File: src/rtl/phase_sequencer_if.sv
// Control/status bundle between a processor core and its phase sequencer.
// Latency: none, this is wiring only.
// Backpressure: stall from the master freezes the sequencer's phase advance.
interface phase_sequencer_if #(
  parameter int NPHASE = 5,
  parameter int CNT_W  = 16
);
  // requests and status from the processor side
  logic              exec;
  logic              step;
  logic              halt;
  logic              stall;
  // sequencer outputs
  logic [3:0]        phase;
  logic [NPHASE-1:0] phase_bus;
  logic              reset_ps;
  logic              running;
  logic              halted;
  logic [CNT_W-1:0]  icount;

  // processor / controlling side
  modport master (
    output exec, step, halt, stall,
    input  phase, phase_bus, reset_ps, running, halted, icount
  );

  // sequencer side
  modport slave (
    input  exec, step, halt, stall,
    output phase, phase_bus, reset_ps, running, halted, icount
  );
endinterface

File: src/rtl/phase_sequencer.sv
// Multi-phase instruction sequencer: run/step/halt control, one-hot phase strobes, retired count.
// Latency: one cycle from a sampled exec/step edge to the first phase; every output is registered.
// Backpressure: stall holds the current phase; halt is honoured only at instruction completion.
module phase_sequencer #(
  parameter int NPHASE = 5,
  parameter int CNT_W  = 16
) (
  input logic              clock,
  input logic              reset,
  phase_sequencer_if.slave bus
);

  typedef enum logic [1:0] {
    S_IDLE = 2'd0,
    S_RUN  = 2'd1,
    S_STEP = 2'd2,
    S_HALT = 2'd3
  } state_t;

  localparam logic [3:0]        LAST_PH  = 4'(NPHASE - 1);
  localparam logic [NPHASE-1:0] BUS_ONE  = {{(NPHASE-1){1'b0}}, 1'b1};
  localparam logic [CNT_W-1:0]  CNT_ONE  = {{(CNT_W-1){1'b0}}, 1'b1};

  // state and datapath registers
  state_t            state_q,     state_d;
  logic [3:0]        phase_q,     phase_d;
  logic [NPHASE-1:0] phase_bus_q, phase_bus_d;
  logic              running_q,   running_d;
  logic              halted_q,    halted_d;
  logic              reset_ps_q,  reset_ps_d;
  logic [CNT_W-1:0]  icount_q,    icount_d;
  logic              stop_q,      stop_d;
  logic              restart_q,   restart_d;
  // one extra reset_ps cycle after reset is released
  logic              rst_pend_q;
  // previous samples for edge detection
  logic              exec_q;
  logic              step_q;

  logic exec_edge;
  logic step_edge;
  logic seq_active;
  logic advance;
  logic complete;

  // A request is a low-to-high transition against the previous registered sample.
  // Samples reset to 1 so a level already high across reset is never a request.
  assign exec_edge  = bus.exec & ~exec_q;
  assign step_edge  = bus.step & ~step_q;

  // halt and stall only matter while sequencing; IDLE and HALT never look at them
  assign seq_active = (state_q == S_RUN) || (state_q == S_STEP);
  assign advance    = seq_active & ~bus.stall;
  assign complete   = advance & (phase_q == LAST_PH);

  // State register: synchronous active-low reset abandons any instruction in flight
  always_ff @(posedge clock) begin
    if (!reset) begin
      state_q     <= S_IDLE;
      phase_q     <= 4'd0;
      phase_bus_q <= '0;
      running_q   <= 1'b0;
      halted_q    <= 1'b0;
      reset_ps_q  <= 1'b1;
      rst_pend_q  <= 1'b1;
      icount_q    <= '0;
      stop_q      <= 1'b0;
      restart_q   <= 1'b0;
      exec_q      <= 1'b1;
      step_q      <= 1'b1;
    end else begin
      state_q     <= state_d;
      phase_q     <= phase_d;
      phase_bus_q <= phase_bus_d;
      running_q   <= running_d;
      halted_q    <= halted_d;
      reset_ps_q  <= reset_ps_d;
      rst_pend_q  <= 1'b0;
      icount_q    <= icount_d;
      stop_q      <= stop_d;
      restart_q   <= restart_d;
      exec_q      <= bus.exec;
      step_q      <= bus.step;
    end
  end

  // Next-state logic: phase walk, completion handling, stop/halt/restart decisions
  always_comb begin
    state_d   = state_q;
    phase_d   = phase_q;
    icount_d  = icount_q;
    stop_d    = stop_q;
    restart_d = restart_q;

    unique case (state_q)
      S_IDLE: begin
        stop_d    = 1'b0;
        restart_d = 1'b0;
        // exec wins when both requests arrive together
        if (exec_edge) begin
          state_d = S_RUN;
          phase_d = 4'd0;
        end else if (step_edge) begin
          state_d = S_STEP;
          phase_d = 4'd0;
        end
      end

      S_RUN: begin
        // a stop request is remembered and acted on at the next completion
        if (exec_edge) begin
          stop_d = 1'b1;
        end
        if (advance) begin
          if (complete) begin
            icount_d = icount_q + CNT_ONE;
            phase_d  = 4'd0;
            if (bus.halt) begin
              state_d = S_HALT;
              stop_d  = 1'b0;
            end else if (stop_q || exec_edge) begin
              state_d = S_IDLE;
              stop_d  = 1'b0;
            end
          end else begin
            phase_d = phase_q + 4'd1;
          end
        end
      end

      S_STEP: begin
        // exec and step edges are ignored while single-stepping
        if (advance) begin
          if (complete) begin
            icount_d = icount_q + CNT_ONE;
            phase_d  = 4'd0;
            state_d  = bus.halt ? S_HALT : S_IDLE;
          end else begin
            phase_d = phase_q + 4'd1;
          end
        end
      end

      S_HALT: begin
        phase_d = 4'd0;
        // restart spends one cycle in HALT with reset_ps high, then runs
        if (restart_q) begin
          state_d   = S_RUN;
          restart_d = 1'b0;
        end else if (exec_edge) begin
          restart_d = 1'b1;
          icount_d  = '0;
        end
      end

      default: begin
        state_d = S_IDLE;
        phase_d = 4'd0;
      end
    endcase
  end

  // Output logic: registered status derived from the next state so it lines up with phase
  always_comb begin
    running_d   = (state_d == S_RUN) || (state_d == S_STEP);
    halted_d    = (state_d == S_HALT);
    phase_bus_d = running_d ? (BUS_ONE << phase_d) : '0;
    reset_ps_d  = rst_pend_q | ((state_q == S_HALT) & ~restart_q & exec_edge);
  end

  assign bus.phase     = phase_q;
  assign bus.phase_bus = phase_bus_q;
  assign bus.reset_ps  = reset_ps_q;
  assign bus.running   = running_q;
  assign bus.halted    = halted_q;
  assign bus.icount    = icount_q;

  // phase strobes always agree with the binary phase while sequencing
  a_onehot: assert property (@(posedge clock) disable iff (!reset)
    running_q |-> (phase_bus_q == (BUS_ONE << phase_q)));

  // no strobes outside of RUN/STEP
  a_quiet: assert property (@(posedge clock) disable iff (!reset)
    !running_q |-> (phase_bus_q == '0));

  // running and halted are mutually exclusive
  a_excl: assert property (@(posedge clock) disable iff (!reset)
    !(running_q && halted_q));

endmodule

File: src/flat_wrapper.sv
// flat-port wrapper written by rule: the top's interface ports become plain ports
module phase_sequencer_flat 
#(
  parameter int NPHASE = 5,
  parameter int CNT_W  = 16
)
  (clock, reset, bus_exec, bus_step, bus_halt, bus_stall, bus_phase, bus_phase_bus, bus_reset_ps, bus_running, bus_halted, bus_icount);
  phase_sequencer_if #(.NPHASE(NPHASE), .CNT_W(CNT_W)) bus_i ();
  input logic clock;
  input logic reset;
  input wire logic [$bits(bus_i.exec)-1:0] bus_exec;
  input wire logic [$bits(bus_i.step)-1:0] bus_step;
  input wire logic [$bits(bus_i.halt)-1:0] bus_halt;
  input wire logic [$bits(bus_i.stall)-1:0] bus_stall;
  output wire logic [$bits(bus_i.phase)-1:0] bus_phase;
  output wire logic [$bits(bus_i.phase_bus)-1:0] bus_phase_bus;
  output wire logic [$bits(bus_i.reset_ps)-1:0] bus_reset_ps;
  output wire logic [$bits(bus_i.running)-1:0] bus_running;
  output wire logic [$bits(bus_i.halted)-1:0] bus_halted;
  output wire logic [$bits(bus_i.icount)-1:0] bus_icount;
  assign bus_i.exec = bus_exec;
  assign bus_i.step = bus_step;
  assign bus_i.halt = bus_halt;
  assign bus_i.stall = bus_stall;
  assign bus_phase = bus_i.phase;
  assign bus_phase_bus = bus_i.phase_bus;
  assign bus_reset_ps = bus_i.reset_ps;
  assign bus_running = bus_i.running;
  assign bus_halted = bus_i.halted;
  assign bus_icount = bus_i.icount;
  phase_sequencer #(.NPHASE(NPHASE), .CNT_W(CNT_W)) u_core (.clock(clock), .reset(reset), .bus(bus_i));
endmodule
File: config.mk
export PLATFORM = sky130hd
export DESIGN_NAME = phase_sequencer_flat
export DESIGN_NICKNAME = d
export VERILOG_FILES = /design/src/rtl/phase_sequencer_if.sv /design/src/rtl/phase_sequencer.sv /design/src/flat_wrapper.sv
export SDC_FILE = /design/constraint.sdc
export NUM_CORES = 1
export LEC_CHECK = 0
export CAP_MARGIN = 20
export CORE_MARGIN = 8
export CORE_UTILIZATION = 25
export DETAILED_ROUTE_END_ITERATION = 10
export HOLD_SLACK_MARGIN = 0.05
export SLEW_MARGIN = 20
export SYNTH_ARGS = -nofsm -noshare
export SYNTH_HDL_FRONTEND = slang
export SYNTH_SLANG_ARGS = --single-unit
File: constraint.sdc
create_clock -name clock -period 2.8 [get_ports clock]
set_input_delay 0.42 -clock clock [delete_from_list [all_inputs] [get_ports clock]]
set_output_delay 0.42 -clock clock [all_outputs]
set_load 0.01 [all_outputs]
Word-level counts from Yosys, hierarchy flattened
Cells that the tools add are included.

cells by class
  add/subtract/negate cells = 2
  eq/ne operators = 11
  shift-type cells = 1
  muxes and demuxes = 31
  bitwise operators = 11
  reduce and logical (&&, ||, !) cells = 10

operators by type and width
  operator               number
  $mux 16                4
  $pmux 16 s2            1
  $mux 2                 10
  $add 16x1->16 const B  1
  $mux 4                 4
  $pmux 4 s3             1
  $eq 2x2->1 const B     4
  $mux 1                 8
  $pmux 2 s4             1
  $and 1x1->1            6
  $ne 2x1->1 const B     3
  $reduce_bool 2->1      3
  $reduce_and 5->1       1
  $shl 1x4->5 const A    1
  $add 4x1->4 const B    1
  $eq 2x1->1 const B     2
  $eq 4x3->1 const B     1
  $not 1->1              4
  $pmux 1 s2             2
  $logic_or 1x1->1       3
  $logic_not 2->1        1
  $ne 2x2->1 const B     1
  $reduce_and 2->1       1
  $reduce_or 2->1        1
  $or 1x1->1             1

word-level totals
  bits in registers = 35
  bits of input ports = 6
  output and inout port bits = 28
  word-level logic and storage cells = 78

Longest topological paths before layout
  depth in word-level cells = 11
  gate-level depth with buffers = 10
  gate-level depth less buffers = 10

Worst setup path after synthesis
Ideal clock, no wire load.

  path type = register to register
  start = reg u_core.state_q[0]
  end = reg u_core.phase_bus_q[4] (netlist: u_core.bus.phase_bus[4])
  library setup time = 0.096 ns
  arrival time = 2.561 ns
  data required time = 2.704 ns
  setup slack = 0.143 ns
  stages on the path, launching flop included = 11
  path buffers = 1
  period minus slack after synthesis = 2.657 ns
  cell sequence = dfxtp_1 > inv_1 > ha_1 > clkbuf_1 > o311ai_0 > a2111oi_0 > a211oi_1 > ha_1 > and2_1 > o211ai_1 > nor4b_1

between the ends
  word-level cells in the longest chain between the ends = 10
  elaborated cells between the ends (all ways) = 26
  those cells by class = eq/ne (5); shift (1); mux (13); bitwise (2); reduce/logical (5)

RTL lines
  element                                          line                                            text
  from (decl)                                      phase_sequencer.sv:25                           state_t state_q, state_d;
  from (signal assigned)                           phase_sequencer.sv:72                           state_q <= state_d;
  $eq 2x1->1 / $eq 2x2->1 (equally long branches)  phase_sequencer.sv:52, phase_sequencer.sv:95
  $logic_or 1x1->1                                 phase_sequencer.sv:52                           assign seq_active = (state_q == S_RUN) || (state_q == S_STEP);
  $and 1x1->1                                      phase_sequencer.sv:53                           assign advance = seq_active & ~bus.stall;
  $and 1x1->1                                      phase_sequencer.sv:54                           assign complete = advance & (phase_q == LAST_PH);
  $mux 2 (on tied branches)                        phase_sequencer.sv:134, phase_sequencer.sv:115
  $mux 2 (on tied branches)                        phase_sequencer.sv:133, phase_sequencer.sv:114
  $pmux 2 s4 (*)                                   phase_sequencer.sv:95                           unique case (state_q)
  named net u_core.state_d[0]                      phase_sequencer.sv:25
  $eq 2x1->1 / $eq 2x2->1 (equally long branches)  phase_sequencer.sv:165                          running_d = (state_d == S_RUN) || (state_d == S_STEP);
  $logic_or 1x1->1 (*)                             phase_sequencer.sv:165
  named net u_core.running_d                       phase_sequencer.sv:28                           logic running_q, running_d;
  $reduce_and 2->1 (no source line) (*)            n/a
  to (signal assigned)                             phase_sequencer.sv:74                           phase_bus_q <= phase_bus_d;
  to (decl)                                        phase_sequencer.sv:27                           logic [NPHASE-1:0] phase_bus_q, phase_bus_d;

The timed path passes the listed nets; every way through them passes the cells marked *.
A chain may end at the register's enable or synchronous reset.

Worst setup path after layout
  start = in bus_stall
  end = reg u_core.phase_bus_q[0] (netlist: u_core.bus.phase_bus[0])

between the ends
  word-level cells in the longest chain between the ends = 9
  elaborated cells between the ends (all ways) = 16
  those cells by class = eq/ne (2); shift (1); mux (8); bitwise (3); reduce/logical (2)

RTL lines
  element                                          line                                            text
  from (decl)                                      flat_wrapper.sv:14                              input wire logic [$bits(bus_i.stall)-1:0] bus_stall;
  $not 1->1 (*)                                    phase_sequencer.sv:53
  $and 1x1->1 (*)                                  phase_sequencer.sv:53
  $and 1x1->1                                      phase_sequencer.sv:54
  $mux 2 (on tied branches)                        phase_sequencer.sv:134, phase_sequencer.sv:115
  $mux 2 (on tied branches)                        phase_sequencer.sv:133, phase_sequencer.sv:114
  $pmux 2 s4 (*)                                   phase_sequencer.sv:95
  named net u_core.state_d[0]                      phase_sequencer.sv:25
  $eq 2x1->1 / $eq 2x2->1 (equally long branches)  phase_sequencer.sv:165
  $logic_or 1x1->1 (*)                             phase_sequencer.sv:165
  named net u_core.running_d                       phase_sequencer.sv:28
  $reduce_and 2->1 (no source line) (*)            n/a

Marks and branches as above.

==> results.ini <==
[layout]
layout-drive-gt1-share_pct=13.5
area_delta_synth_final_pct=37.9
final_util_pct=35.7
fin_cells=348
fin_nets=266
antennaDiodeCount=0

[critical_path]
crit_type=input port to flop
crit_required_ns=2.99
reg2reg_depth=10
crit_arrival_ns=2.93
r2r_setup_slack_ns=0.10
crit_fanout=5
worstSetupStartpointType=input port
end_kind=flop

[sta]
fin_ws_ns=0.0625
timing.slew.headroom_pct=59.1
fin_crit_ns=2.74
rsz0062_at_grt=no
fin_crit_sh_pct=97.8
drv_slew=0
hold_viol_final=0
worst_pin_slew_ns=0.613
whs_ns=0.450
finalSetupViolCount=0
worst_clock_skew_ns=0.00768
clock.fmax_ghz=0.365

[clock_network]
cts_tree=done
cts_sinks=35
ctsHoldBuffers=0
clk_pin_slew_worst_paths_ns=0.07
insertion_delay_ns=0.29
htree_levels=2
cts_made_buffers=5
clock_path_buffers=2
root_buffer=clkbuf_8

[global_route]
grt_pass1_wl_um=7670
grt_max_degree=17
grt_overflow=0
grtUsageTotal_pct=9.33
grt_pass1_vias=1664
antenna_found_initial=0

[drt]
wire_per_inst_um=13.2
vias=1743
drt-initial-drc-count=134
drcViolationCount=0
avgViaCountPerCell=5.01
drt_wl_total_um=4600
ant_nets=0
first_pass_iters=5

[place]
dpl.cell_count=339
place.gp.congestion=0.828
portBuffers=33
hpwlAfterDp_um=3460
pre_cts_slack_ns=-0.256

[logic_synthesis]
synth.largest_area_cell=dfxtp_1
synth_cells=201
ys_types=46
synth_warnings=0
ys_ff_latch=35
syn_area_mm2=0.00177
synth_edf_count=0
syn-num-nets=216
yosysSeqAreaShare_pct=39.6
synth.most_common_cell=dfxtp_1
avgSynthCellArea_um2=8.80
ys_top_cells_by_area=dfxtp_1 40%, ha_1 6.4%, a21oi_1 5.7%, nand4_1 3.5%, inv_1 2.5%
synth_common_cells=35 x dfxtp_1, 20 x a21oi_1, 12 x inv_1
synth_top_area_share_pct=39.6
synth_flop_cell=dfxtp_1
async_flop_share_pct=0

[die]
core_mm2=0.00683
die_x_um=100
die-height_um=100
dieArea_mm2=0.0100
start_util_pct=25.9
num_rows=30
ioPinCount=34

[power]
power_switching_uw=546
powerDensity_mw_per_mm2=673
pwr-share-seq_pct=34.5
clockPowerShare_pct=29.3
ir_worst_vdd_mv=0.259
totalPowerFinal_mw=1.64
total_leakage_power_nw=0.839
pwr-share-comb_pct=36.2
power.internal_mw=1.09
p_sw_share_pct=33.3

[run_status]
outcome=finished, final reports clean

[worst_hold_path]
min_path_type=flop to flop
hold_path_depth=1

[run]
cap_violations=0

-- worst max-delay path, stage by stage --
cell and delay (ns):
clkdlybuf4s50_1 0.42, and4bb_2 0.35, o311ai_0 0.14, a2111oi_1 0.50, a211oi_1 0.11, ha_1 0.30, and2_1 0.16, o211ai_1 0.18
nor4_1 0.34
-- cells by family (layout without fill, tap and decap cells) --
group / count (synthesis) / in the layout / synth area share (%)
simple gates: 80 / 80 / 27.1
buf+inv: 19 / 70 / 4.46
flops: 35 / 35 / 39.6
compound gates: 56 / 56 / 21.4
fa+ha+maj: 9 / 9 / 6.37
xor+xnor: 1 / 1 / 0.495
mux: 1 / 1 / 0.566
-- flip-flops by register name, summed over array words and instances (netlist names) --
register              cells
u_core.step_q             1
u_core.bus.phase          4
u_core.bus.halted         1
u_core.bus.icount        16
u_core.state_q            2
u_core.exec_q             1
u_core.restart_q          1
u_core.stop_q             1
u_core.bus.phase_bus      5
u_core.bus.reset_ps       1
u_core.bus.running        1
u_core.rst_pend_q         1
-- power by group through the flow --
stage / clock (mW) / sequential, mW / combinational [mW]
after floorplan: 0 / 0.588 / 0.339
after global placement: 0 / 0.575 / 0.561
after detailed placement: 0 / 0.575 / 0.564
after CTS: 0.495 / 0.564 / 0.568
after global routing: 0.513 / 0.570 / 0.649
final: 0.480 / 0.565 / 0.594
-- final timing paths --
path | startpoint | end
worst max-delay path | bus_stall | u_core.bus.phase_bus[0]$_SDFF_PP0_
worst min-delay path | u_core.rst_pend_q$_DFF_P_ | u_core.bus.reset_ps$_SDFF_PN1_
worst max register to register | u_core.bus.phase[0]$_SDFF_PN0_ | u_core.bus.phase_bus[0]$_SDFF_PP0_
worst min register to register | u_core.rst_pend_q$_DFF_P_ | u_core.bus.reset_ps$_SDFF_PN1_
-- repair_timing --
| action | in CTS | in global routing |
|---|---|---|
| gates resized for setup | 0 | 4 |
| setup buffers | 0 | 1 |
| setup endpoints to repair | 0 | 5 |
-- layout by cell type, fill, tap and decap left out, drive strengths merged, types with 7 or more instances in the layout --
master         count
or3                7
ha                 9
nand2             11
nor2               8
clkdlybuf4s50     33
inv               12
dfxtp             35
a21oi             20
buf               16
nand4             10
-- routing by layer --
| layer | share of wire (%) | GRT usage [%] |
|---|---|---|
| met1 | 48 | 11.7 |
| met2 | 43 | 14.1 |
| met3 | 6.5 | 3.11 |
| met4 | 2.3 | 4.19 |
| met5 | 0 | 0 |
-- area by class of cell --
| cell class | count | area [um^2] |
|---|---|---|
| fill | 731 | 4390 |
| multi-input combinational | 147 | 998 |
| sequential | 35 | 702 |
| timing repair buffer | 49 | 450 |
| tap | 96 | 120 |
| clock buffer | 6 | 82.6 |
| inverter | 13 | 48.8 |
| clock inverter | 2 | 35.0 |
-- through the flow --
stage                     area, um^2  setup TNS (ns)
after detailed placement        2300           -1.16
after global placement          2300          -0.791
after floorplan                 1770               0
after global routing            2440               0
after CTS                       2420               0
final                           2440               0
Power figures use the tool's default switching activity.
